File: src/rtl/gray_step_ctrl_pkg.sv
// Shared definitions for the gray_step_ctrl slice: command opcodes, FSM states
// and the binary-to-Gray conversion used by the counter core.
package gray_step_ctrl_pkg;

    typedef enum logic [1:0] {
        OP_CLEAR = 2'b00,
        OP_LOAD  = 2'b01,
        OP_STEP  = 2'b10,
        OP_STOP  = 2'b11
    } op_e;

    typedef enum logic [1:0] {
        S_IDLE = 2'd0,
        S_RUN  = 2'd1,
        S_DONE = 2'd2
    } state_e;

    localparam int GRAY_MAXW = 32;

    // Width-agnostic: callers size-cast in and out of the 32-bit domain.
    function automatic logic [GRAY_MAXW-1:0] bin2gray(input logic [GRAY_MAXW-1:0] b);
        return b ^ (b >> 1);
    endfunction

endpackage

File: src/rtl/gray_step_ctrl_if.sv
// Command channel of gray_step_ctrl: valid/ready handshake carrying an opcode,
// a STEP direction and a shared LOAD-value/STEP-count argument.
interface gray_step_ctrl_if
    import gray_step_ctrl_pkg::*;
#(
    parameter int AW = 8
);

    logic          cmd_valid;
    logic          cmd_ready;
    op_e           cmd_op;
    logic          cmd_dir;
    logic [AW-1:0] cmd_arg;

    modport master (
        output cmd_valid,
        output cmd_op,
        output cmd_dir,
        output cmd_arg,
        input  cmd_ready
    );

    modport slave (
        input  cmd_valid,
        input  cmd_op,
        input  cmd_dir,
        input  cmd_arg,
        output cmd_ready
    );

endinterface

File: src/rtl/gray_updown_core.sv
// W-bit up/down counter with clear/load, a registered Gray copy of the count
// and a one-cycle wrap flag registered alongside the step that wrapped.
module gray_updown_core
    import gray_step_ctrl_pkg::*;
#(
    parameter int W = 4
) (
    input  logic         clk,
    input  logic         ret,
    input  logic         clr,
    input  logic         load,
    input  logic [W-1:0] load_val,
    input  logic         step_en,
    input  logic         step_dir,
    output logic [W-1:0] cnt_bin,
    output logic [W-1:0] cnt_gray,
    output logic         wrap
);

    logic [W-1:0] bin_n;
    logic         wrap_n;

    // Clear beats load beats step; the FSM never asserts more than one anyway.
    always_comb begin
        bin_n  = cnt_bin;
        wrap_n = 1'b0;
        if (clr) begin
            bin_n = '0;
        end else if (load) begin
            bin_n = load_val;
        end else if (step_en) begin
            if (step_dir) begin
                bin_n  = cnt_bin - W'(1);
                wrap_n = (cnt_bin == '0);
            end else begin
                bin_n  = cnt_bin + W'(1);
                wrap_n = (cnt_bin == '1);
            end
        end
    end

    // Gray is derived from the next binary value so both change on one edge.
    always_ff @(posedge clk) begin
        if (ret) begin
            cnt_bin  <= '0;
            cnt_gray <= '0;
            wrap     <= 1'b0;
        end else begin
            cnt_bin  <= bin_n;
            cnt_gray <= W'(bin2gray(GRAY_MAXW'(bin_n)));
            wrap     <= wrap_n;
        end
    end

endmodule

File: src/rtl/gray_step_ctrl.sv
// Command-driven sequencer around gray_updown_core: CLEAR/LOAD/STEP(n)/STOP over
// a valid/ready channel, multi-cycle step bursts, done/wrap/err status pulses.
module gray_step_ctrl
    import gray_step_ctrl_pkg::*;
#(
    parameter int W  = 4,
    parameter int NW = 8
) (
    input  logic             clk,
    input  logic             ret,
    gray_step_ctrl_if.slave  cmd,
    output logic [W-1:0]     cnt_bin,
    output logic [W-1:0]     cnt_gray,
    output logic             busy,
    output logic             done,
    output logic             wrap,
    output logic             err
);

    state_e          state, state_n;
    logic [NW-1:0]   remaining, remaining_n;
    logic            dir, dir_n;
    logic            err_n;
    logic            accept;
    logic            core_clr, core_load, core_step;
    logic [NW-1:0]   step_count;

    assign cmd.cmd_ready = (state != S_DONE);
    assign accept        = cmd.cmd_valid && cmd.cmd_ready;
    assign step_count    = cmd.cmd_arg[NW-1:0];
    assign busy          = (state == S_RUN);
    assign done          = (state == S_DONE);

    always_ff @(posedge clk) begin
        if (ret) begin
            state     <= S_IDLE;
            remaining <= '0;
            dir       <= 1'b0;
            err       <= 1'b0;
        end else begin
            state     <= state_n;
            remaining <= remaining_n;
            dir       <= dir_n;
            err       <= err_n;
        end
    end

    // In RUN a STOP pre-empts the step on its edge; any other command is dropped.
    always_comb begin
        state_n     = state;
        remaining_n = remaining;
        dir_n       = dir;
        err_n       = 1'b0;
        core_clr    = 1'b0;
        core_load   = 1'b0;
        core_step   = 1'b0;
        case (state)
            S_IDLE: begin
                if (accept) begin
                    case (cmd.cmd_op)
                        OP_CLEAR: core_clr  = 1'b1;
                        OP_LOAD:  core_load = 1'b1;
                        OP_STEP: begin
                            if (step_count == '0) begin
                                state_n = S_DONE;
                            end else begin
                                state_n     = S_RUN;
                                remaining_n = step_count;
                                dir_n       = cmd.cmd_dir;
                            end
                        end
                        default: ;
                    endcase
                end
            end
            S_RUN: begin
                if (accept && cmd.cmd_op == OP_STOP) begin
                    state_n     = S_DONE;
                    remaining_n = '0;
                end else begin
                    core_step   = 1'b1;
                    remaining_n = remaining - NW'(1);
                    err_n       = accept;
                    if (remaining == NW'(1)) begin
                        state_n = S_DONE;
                    end
                end
            end
            S_DONE:  state_n = S_IDLE;
            default: state_n = S_IDLE;
        endcase
    end

    gray_updown_core #(
        .W(W)
    ) u_core (
        .clk      (clk),
        .ret      (ret),
        .clr      (core_clr),
        .load     (core_load),
        .load_val (cmd.cmd_arg[W-1:0]),
        .step_en  (core_step),
        .step_dir (dir),
        .cnt_bin  (cnt_bin),
        .cnt_gray (cnt_gray),
        .wrap     (wrap)
    );

endmodule

File: src/flat_wrapper.sv
// flat-port wrapper written by rule: the top's interface ports become plain ports
module gray_step_ctrl_flat import gray_step_ctrl_pkg::*;
#(
    parameter int W  = 4,
    parameter int NW = 8
)
  (clk, ret, cnt_bin, cnt_gray, busy, done, wrap, err, cmd_cmd_valid, cmd_cmd_op, cmd_cmd_dir, cmd_cmd_arg, cmd_cmd_ready);
  gray_step_ctrl_if #(.AW(NW)) cmd_i ();
  input  logic clk;
  input  logic ret;
  output logic [W-1:0] cnt_bin;
  output logic [W-1:0] cnt_gray;
  output logic busy;
  output logic done;
  output logic wrap;
  output logic err;
  input wire logic [$bits(cmd_i.cmd_valid)-1:0] cmd_cmd_valid;
  input wire logic [$bits(cmd_i.cmd_op)-1:0] cmd_cmd_op;
  input wire logic [$bits(cmd_i.cmd_dir)-1:0] cmd_cmd_dir;
  input wire logic [$bits(cmd_i.cmd_arg)-1:0] cmd_cmd_arg;
  output wire logic [$bits(cmd_i.cmd_ready)-1:0] cmd_cmd_ready;
  assign cmd_i.cmd_valid = cmd_cmd_valid;
  assign cmd_i.cmd_op = cmd_cmd_op;
  assign cmd_i.cmd_dir = cmd_cmd_dir;
  assign cmd_i.cmd_arg = cmd_cmd_arg;
  assign cmd_cmd_ready = cmd_i.cmd_ready;
  gray_step_ctrl #(.W(W), .NW(NW)) u_core (.clk(clk), .ret(ret), .cmd(cmd_i), .cnt_bin(cnt_bin), .cnt_gray(cnt_gray), .busy(busy), .done(done), .wrap(wrap), .err(err));
endmodule
File: config.mk
export PLATFORM = sky130hd
export DESIGN_NAME = gray_step_ctrl_flat
export DESIGN_NICKNAME = d
export VERILOG_FILES = /design/src/rtl/gray_step_ctrl_pkg.sv /design/src/rtl/gray_step_ctrl_if.sv /design/src/rtl/gray_updown_core.sv /design/src/rtl/gray_step_ctrl.sv /design/src/flat_wrapper.sv
export SDC_FILE = /design/constraint.sdc
export NUM_CORES = 1
export LEC_CHECK = 0
export ABC_AREA = 1
export BUFFER_PORTS_ARGS = -buffer_cell sky130_fd_sc_hd__buf_2
export CAP_MARGIN = 10
export CORE_ASPECT_RATIO = 1.25
export CORE_MARGIN = 2
export CORE_UTILIZATION = 30
export DETAILED_ROUTE_END_ITERATION = 12
export HOLD_SLACK_MARGIN = 0.06
export PLACE_DENSITY = 0.5
export REMOVE_ABC_BUFFERS = 1
export SLEW_MARGIN = 10
export SYNTH_ARGS = -nofsm -noshare
export SYNTH_HDL_FRONTEND = slang
export SYNTH_HIERARCHICAL = 1
export SYNTH_SLANG_ARGS = --single-unit
File: constraint.sdc
create_clock -name clk -period 3.86 [get_ports clk]
set_input_delay 0.772 -clock clk [delete_from_list [all_inputs] [get_ports clk]]
set_output_delay 0.772 -clock clk [all_outputs]
set_load 0.05 [all_outputs]
### After elaboration in Yosys (flattened, before gate mapping)

Index checks and enable logic that the tools add are counted.

* register bits: 21
* input bits: 14
* output and inout bits: 13

* $add $sub $neg: 3
* equality and inequality tests: 12
* muxes and demuxes: 24
* bitwise gates (word level): 4
* reduce and logical (&&, ||, !) cells: 12

Operators with widths (count)
* 8-bit 2-to-1 mux: 4
* 4-bit 2-to-1 mux: 4
* 8-bit one-hot mux with 2 select lines: 1
* 2-bit 2-to-1 mux: 5
* 1-bit 2-to-1 mux: 9
* 8-bit by 1-bit == test with 1-bit output, second input constant: 1
* 8-bit logical NOT: 1
* 4-bit AND reduction: 2
* 8-bit by 1-bit subtractor with 8-bit output, second input constant: 1
* 2-bit == test, second input constant: 3
* 2-bit != test, second input constant: 3
* 4-bit by 1-bit adder with 4-bit output, second input constant: 1
* 2-bit by 1-bit == test with 1-bit output, second input constant: 2
* 4-bit == test, second input constant: 1
* 2-bit logical NOT: 2
* 4-bit logical NOT: 1
* 2-bit one-hot mux with 2 select lines: 1
* 4-bit OR reduction: 1
* 4-bit by 1-bit subtractor with 4-bit output, second input constant: 1
* 4-bit by 3-bit bitwise XOR with 4-bit output: 1
* 3-bit by 1-bit != test with 1-bit output, second input constant: 1
* 1-bit inverter: 3
* 3-bit AND reduction: 1
* 3-bit OR reduction: 1
* 3 further kinds: 4

### Logic depth before layout (Yosys ltp)

Gate-level depths: netlist of the first run.

* depth in word-level cells: 9
* depth in mapped cells: 12
* mapped depth without buffers: 12

### Cells and area by module

The synthesis of the first run kept the hierarchy.

By module, submodules not included
* gray_step_ctrl: instances 1, cells an instance 135, area each 812.0 µm², seq. area each 240.2 µm²
* gray_updown_core: instances 1, cells an instance 75, area each 508.0 µm², seq. area each 160.2 µm²

### Worst setup path before layout of the first run

Ideal clock, no wire load.

* kind: reg2reg
* start: reg u_core.state[1]
* end: reg u_core.u_core.cnt_gray[0]
* library setup time: 0.129 ns
* arrival: 2.412 ns
* required time: 3.731 ns
* setup slack: 1.319 ns
* stages on the path, launching flop included: 11
* buffers on the path: 0
* path through: dfxtp_1 > inv_1 > nor2_1 > inv_1 > nand3_1 > nor3_1 > inv_2 > nand3_1 > o211ai_2 > nand2_1 > nor3b_2

* elaborated cells on any way between the ends: 15

RTL lines
* start, declared: line gray_step_ctrl.sv:20 `state_e state, state_n;`
* start signal, assigned: line gray_step_ctrl.sv:41 `state <= state_n;`
* 2-bit != test: line gray_step_ctrl.sv:28 `assign cmd.cmd_ready = (state != S_DONE);`
* named net cmd_cmd_ready: line flat_wrapper.sv:21 `output wire logic [$bits(cmd_i.cmd_ready)-1:0] cmd_cmd_ready;`
* 1-bit logical AND: line gray_step_ctrl.sv:29 `assign accept = cmd.cmd_valid && cmd.cmd_ready;`
* 1-bit 2-to-1 mux: line gray_step_ctrl.sv:59 `if (accept) begin`
* 1-bit 2-to-1 mux: line gray_step_ctrl.sv:57 `case (state)`
* named net u_core.core_load: line gray_step_ctrl.sv:25 `logic core_clr, core_load, core_step;`
* 4-bit 2-to-1 mux: line gray_updown_core.sv:29 `end else if (load) begin`
* 4-bit 2-to-1 mux: line gray_updown_core.sv:27 `if (clr) begin`
* 4-bit by 3-bit bitwise XOR with 4-bit output: line gray_step_ctrl_pkg.sv:22 `return b ^ (b >> 1);`
* end signal, assigned: line gray_updown_core.sv:50 `cnt_gray <= W'(bin2gray(GRAY_MAXW'(bin_n)));`
* end, declared: line gray_updown_core.sv:16 `output logic [W-1:0] cnt_gray,`

The timed path passes the listed nets, and every way through them passes these cells.
A chain may end at the register's enable or synchronous reset.

### Final worst setup path of the first run

* start: in cmd_cmd_op[0]
* end: reg u_core.u_core.cnt_gray[0]

* elaborated cells on any way between the ends: 16

RTL lines
* start, declared: line flat_wrapper.sv:18 `input wire logic [$bits(cmd_i.cmd_op)-1:0] cmd_cmd_op;`
* 2-bit by 1-bit == test with 1-bit output: line gray_step_ctrl.sv:60 `case (cmd.cmd_op)`
* 1-bit 2-to-1 mux: line gray_step_ctrl.sv:60
* 1-bit 2-to-1 mux: line gray_step_ctrl.sv:59
* 1-bit 2-to-1 mux: line gray_step_ctrl.sv:57
* named net u_core.core_load: line gray_step_ctrl.sv:25
* 4-bit 2-to-1 mux: line gray_updown_core.sv:29
* 4-bit 2-to-1 mux: line gray_updown_core.sv:27
* 4-bit by 3-bit bitwise XOR with 4-bit output: line gray_step_ctrl_pkg.sv:22

The timed path passes the listed nets, and every way through them passes these cells.

==> reports/results.tsv, run 1 <==
metric	value	unit
final_area	0.00158	sq mm
drtAntennaViolNets	0	
busiest_layer	met2	
syn_to_final_growth	19.9	%
drive_gt1_frac	0.206	
crit_path_frequent_cell	nor2_1	
rrSetupSlack	1940	ps
final_cell_mix	nand2_1, nor2_1, buf_2, inv_1, dfxtp_1	
arrival	2130	ps
reg2reg_depth	11	
std_cell_rows	27	
powerDensity	389	mW/mm^2
worst_hold_path.endpoint	u_core/remaining[1]	
chipWidth	63.3	um
cts_setup_buffers	0	
start_util	0.305	
dieHeight	78.2	um
clock_path_buffers	2	
hold_path_depth	2	
use_met2	0.248	
max_stage_delay	440	ps
final_common_cell	nand2_1	
grt_start_max_net_pins	13	
synthXorXnorAreaFrac	0.0133	
grt_overflow	0	
numCtsBuffers	3	
ys_seq_area_frac	0.303	
synth_warnings	6	
finalSetupTns	0	ps
clkTransAtPathRegs	80	ps
wire_per_inst	11.1	um
synth.distinct_cells	30	
root_buffer	clkbuf_8	
grt_setup_unrepaired	false	
synth_simple_gate_area_frac	0.428	
grt_util_met1	0.154	
cpLargestDelayFamily	simple AND/OR/NAND/NOR gates	
vias	1352	
vdd.ir_drop.worst	0.000101	V
ios	27	
first_global_vias	1202	
dr.pass1.iters	6	
antenna_found_initial	0	
clock_sink_count	20	
maxCapViolCount	0	
synthAdderAreaFrac	0.0531	
viasPerCell	4.57	
drc	0	
synth_compound_area_frac	0.107	
r2r_end	u_core/u_core/cnt_gray[0]	
slowest_stage	nor3_1	
status	finished, final reports clean	
syn_inst	210	
fin_util	0.366	
netlist_area	0.00132	sq mm
port_buffers	26	
grt_pass1_wl	5350	um
clockPowerShare	0.339	
crit_buf_inv	2	
hold_violations	0	
use_met3	0.0215	
combPwrFrac	0.273	
cts_tree	done	
synth_top_flop_cell	dfxtp_1	
path_max_fanout	6	
crit_required	4000	ps
placed_cell_area	0.00151	sq mm
r2r_start	u_core/state[1]	
clock.fmax	502	MHz
gr-usage-all-layers	0.135	
setup.worst_path.start_class	input port	
intPower	414	uW
place_hpwl	2590	um
pre_cts_ws	1600	ps
muxShareOfSynthArea	0	
switching_share	0.327	
synth-seq-cells	20	
critPathKind	in2reg	
crit_chain	buf_2, nand3_1, nor3_1, inv_2, nor2_1, nor2_1, o21ai_1, nand2_1, nor3b_2	
worstSetupEndpointType	flip-flop	
min_path_type	reg2reg	
fin_crit	1990	ps
wirelength	3290	um
core_area	0.00432	sq mm
p_leak	0.810	nW
htree_levels	1	
diodes	0	
finalNetCount	258	
clk_latency	260	ps
fp.dieArea	0.00495	sq mm
post_cts_resized	0	
postCtsHoldBufs	0	
slew_viol_final	0	
synth_top_family_by_area	simple AND/OR/NAND/NOR gates	
final-setup-viol-count	0	
gp_congestion	0.850	
drt_iter0_drc	42	
fin_crit_sh	0.516	
fin_skew	5.70	ps
maxSlewHeadroom	0.548	
synth-async-reset-ratio	0	
syn_area_per_cell	6.29	sq um
p_seq_frac	0.388	
p_sw	202	uW
worst_pin_slew	672	ps
hp-start	u_core/remaining[1]	
synth-edff-count	0	
finalPower	616	uW
cp.depth	9	
timing.final.ws_setup	1870	ps
==> state kept, by name, summed over array words and instances, names as in the netlist <==
register,flops
u_core/dir,1
u_core/u_core/wrap,1
u_core/err,1
u_core/state,2
u_core/u_core/cnt_bin,4
u_core/remaining,8
u_core/u_core/cnt_gray,3
==> worst max path at each step <==
stage / from / end / slack [ps]
after CTS: cmd_cmd_op[0] / u_core/u_core/cnt_gray[0] / 1850
after global routing: cmd_cmd_op[0] / u_core/u_core/cnt_gray[0] / 1730
final: cmd_cmd_op[0] / u_core/u_core/cnt_gray[0] / 1870
after global placement: cmd_cmd_op[0] / u_core/u_core/cnt_gray[0] / 1620
after detailed placement: cmd_cmd_op[0] / u_core/u_core/cnt_gray[0] / 1600
after floorplan: u_core/state[1] / u_core/u_core/cnt_gray[0] / 1330
==> per-stage QoR <==
step / std cells / hold slack [ps]
finish: 296 / 549
global route: 296 / 600
CTS: 296 / 557
detailed placement: 292 / 527
global placement: 292 / 533
floorplan: 208 / 498
==> layout make-up <==
class	instances	area [sq um]
fillers	520	2740
well taps	58	72.6
repair buffers	26	130
clock inverters	1	30.0
multi-input cells	159	795
flip-flops and latches	20	400
inverters	29	114
clock buffers	3	41.3
==> layer usage <==
layer / up-vias / wire length, um
li1: 720 / -
met1: 607 / 1470
met2: 23 / 1690
met3: 2 / 108
met4: 0 / 16
met5: - / 0
==> worst register-to-register path, cell delays in order (launching register included) <==
cell     delay [ps]
dfxtp_1         370
inv_1            90
nor2_1           50
inv_1            80
nand3_1          70
nor3_1          440
inv_2           150
nor2_1          120
nor2_1           40
o21ai_1         180
nand2_1          70
nor3b_2         150
==> power groups by stage <==
stage / clock network, mW / logic, mW / registers, mW
global placement: 0 / 0.169 / 0.244
global route: 0.225 / 0.187 / 0.242
CTS: 0.217 / 0.169 / 0.239
finish: 0.209 / 0.168 / 0.239
floorplan: 0 / 0.0989 / 0.268
detailed placement: 0 / 0.168 / 0.244
==> cells in the mapped netlist (2+ instances only) <==
master	n	area share
nand2_1	52	0.15
ha_1	4	0.038
o21ai_0	13	0.049
nor3_1	2	0.0076
nand2_2	2	0.0095
nand4_1	2	0.0095
nor2_2	3	0.014
o21ai_1	2	0.0076
inv_1	23	0.065
inv_2	4	0.011
inv_4	2	0.0095
nor2_1	42	0.12
a21oi_2	2	0.013
dfxtp_1	20	0.30
nand3_1	19	0.072
a21oi_1	4	0.015
==> logic make-up (layout without fill, tap and decap cells) <==
logic type,count (synthesis),after routing
simple gates,128,128
buf+inv,31,59
compound gates,24,24
flops,20,20
fa+ha+maj,5,5
xor+xnor,2,2
No activity file was read; power rests on OpenSTA's default activity.
==> run 2: changes to the inputs <==
Settings changed: ABC_AREA 1 to 0, PLACE_DENSITY 0.5 to 0.51.
Clock period 3.86 ns to 1.6 ns, I/O delays scaled along.
==> reports/results.tsv, run 2 <==
metric	value	unit	change
chipWidth	64.0	um	+1.0%
syn_area_per_cell	9.11	sq um	+45%
placed_cell_area	0.00184	sq mm	+22%
critPathKind	reg2reg		
clock_sink_count	20		unchanged
fin_skew	11.3	ps	+5.64 ps
final_area	0.00218	sq mm	+38%
use_met3	0.0227		+0.00117
drive_gt1_frac	0.573		+0.367
vias	1508		+12%
hold_violations	0		unchanged
violations	setup timing		
path_max_fanout	7		+1
p_leak	0.964	nW	+19%
grt_setup_unrepaired	true		
netlist_area	0.00135	sq mm	+2.2%
clockPowerShare	0.313		-0.026
worst_pin_slew	396	ps	-276 ps
synth-edff-count	0		unchanged
setup.worst_path.start_class	flip-flop		
numCtsBuffers	3		unchanged
final_cell_mix	buf_4, buf_2, dfxtp_1, nand2_1, buf_6		
status	finished, violations left		
fin_crit_sh	1.16		
timing.final.ws_setup	-257	ps	-2120 ps
combPwrFrac	0.354		+0.081
drt_iter0_drc	37		-12%
syn_to_final_growth	62.0	%	
maxSlewHeadroom	0.729		+0.181
p_seq_frac	0.333		-0.055
grt_overflow	0		unchanged
reg2reg_depth	7		-4
ios	27		unchanged
crit_start	u_core/state[1]		
diodes	0		unchanged
viasPerCell	5.29		+16%
holdWs	281	ps	-269 ps
grt_util_met1	0.201		+0.0471
syn_inst	148		-30%
clk_latency	270	ps	about the same
synth_warnings	6		unchanged
synth_top_cell_by_area	dfxtp_1		
clock.fmax	539	MHz	
antenna_found_initial	0		unchanged
gr-usage-all-layers	0.180		+0.0449
fin_util	0.501		+0.135
multiInputGateArea	0.00102	sq mm	+29%
yosys-top-cells-count	dfxtp_1, inv_1, nor2_1, nand2_1, nand2b_1		
largestRegisters	u_core/remaining (8), u_core/u_core/cnt_bin (4), u_core/u_core/cnt_gray (3)		
powerDensity	768	mW/mm^2	+97%
clkTransAtPathRegs	90	ps	about the same
crit_required	1770	ps	-2230 ps
switching_share	0.317		-0.00987
final_common_cell	buf_4		
core_area	0.00436	sq mm	+0.78%
vdd.ir_drop.worst	0.000349	V	+250%
std_cell_rows	27		unchanged
synth.most_common_cell	dfxtp_1		
cts_tree	done		
synth_top_flop_cell	dfxtp_1		
slew_viol_final	0		unchanged
maxCapViolCount	0		unchanged
gp_congestion	0.838		-1.4%
wire_per_inst	16.3	um	+46%
first_global_vias	1527		+27%
r2r_end	u_core/u_core/cnt_gray[2]		
fin_crit	1860	ps	
dr.pass1.iters	4		-2
clock_path_buffers	2		unchanged
synth-async-reset-ratio	0		unchanged
drtAntennaViolNets	0		unchanged
intPower	1.14	mW	+180%
synth.distinct_cells	66		+120%
htree_levels	1		unchanged
p_sw	532	uW	+160%
drc	0		unchanged
num-fill-cells	419		-19%
finalNetCount	247		-4.3%
min_path_type	in2reg		
dieHeight	79.0	um	+1.0%
synth_top_cells_by_area	dfxtp_1, ha_1, nand2b_1		
final-setup-viol-count	14		+14
ys_seq_area_frac	0.297		-0.00647
critPathCapture	u_core/u_core/cnt_gray[2]		
worstSetupEndpointType	flip-flop		
r2r_start	u_core/state[1]		
postCtsHoldBufs	0		unchanged
fp.dieArea	0.00505	sq mm	+2.1%
root_buffer	clkbuf_8		
seq_area	412	sq um	+2.8%
busiest_layer	met2		
arrival	2020	ps	-110 ps
start_util	0.310		+0.00424
wirelength	4640	um	+41%
rrSetupSlack	-260	ps	-2200 ps
synth-seq-cells	20		unchanged
max_flop_register	u_core/remaining		
use_met2	0.340		+0.0912
port_buffers	26		unchanged
grt_start_max_net_pins	17		+4
place_hpwl	3370	um	+30%
grt_pass1_wl	7100	um	+33%
largest_reg_flops	8		unchanged
yosysTopAreaCellShare	0.297		-0.00647
run 2: cell count changes in the layout (fill, tap and decap cells not counted), sizes merged, moves of 7 or more:
| cell | previous run | this run |
|---|---|---|
| o21ai | 16 | 4 |
| nand2b | 0 | 7 |
| buf | 26 | 80 |
| inv | 29 | 10 |
| nor2 | 46 | 8 |
| nand3 | 19 | 4 |
| nand2 | 55 | 6 |
run 2: metal layers:
| layer | wire length [um] | up-vias |
|---|---|---|
| li1 | - | 735 |
| met1 | 1850 | 730 |
| met2 | 2550 | 35 |
| met3 | 132 | 8 |
| met4 | 108 | 0 |
| met5 | 0 | - |
run 2: layout make-up:
type | count | share of cell area
clock buffers | 3 | 0.0189
clock inverters | 1 | 0.0137
inverters | 10 | 0.0183
multi-input cells | 112 | 0.467
flip-flops and latches | 20 | 0.188
well taps | 58 | 0.0332
repair buffers | 81 | 0.260
run 2: worst max-delay path, cell delays in order (launching register included):
cell	delay (ps)
dfxtp_2	340
nand2b_4	150
nor4b_4	430
buf_6	180
nor2_2	40
a22oi_1	190
nand3_2	110
mux2_4	310
run 2: kinds of logic (layout without fill, tap and decap cells):
| group | count (synthesis) | count (layout) | synth area share |
|---|---|---|---|
| mux | 3 | 3 | 0.0297 |
| flops | 20 | 20 | 0.297 |
| fa+ha+maj | 5 | 5 | 0.0520 |
| buf+inv | 16 | 95 | 0.0547 |
| compound gates | 45 | 45 | 0.275 |
| xor+xnor | 3 | 3 | 0.0195 |
| simple gates | 56 | 56 | 0.273 |
run 2: through the flow:
step                std cells  worst slack (ps)  setup TNS, ps  power, mW
floorplan                 142              -878          -5640      0.860
global placement          269              -410          -2190       1.06
detailed placement        269              -457          -2470       1.07
CTS                       279              -218           -994       1.62
global route              285              -308          -2620       1.75
finish                    285              -257          -1510       1.68
run 2: worst min-delay path by stage:
stage	from	to	slack, ps	depth (start not counted)
global route	ret	u_core/dir	290	2
CTS	ret	u_core/state[0]	280	2
global placement	u_core/remaining[7]	u_core/remaining[7]	470	2
detailed placement	u_core/remaining[5]	u_core/remaining[5]	490	2
floorplan	ret	u_core/u_core/cnt_gray[1]	380	1
finish	ret	u_core/dir	280	2
run 2: power groups by stage:
stage                     clock network, mW  registers, mW  logic [mW]
after floorplan                           0          0.642       0.218
after global placement                    0          0.568       0.496
after detailed placement                  0          0.569       0.501
after CTS                             0.530          0.557       0.536
after global routing                  0.552          0.564       0.636
final                                 0.525          0.558       0.594
run 2: timing repair:
action	in CTS	in global routing
setup endpoints to repair	13	17
pin swaps	11	19
cloned	0	1
buffers inserted	7	7
resized for setup	17	31
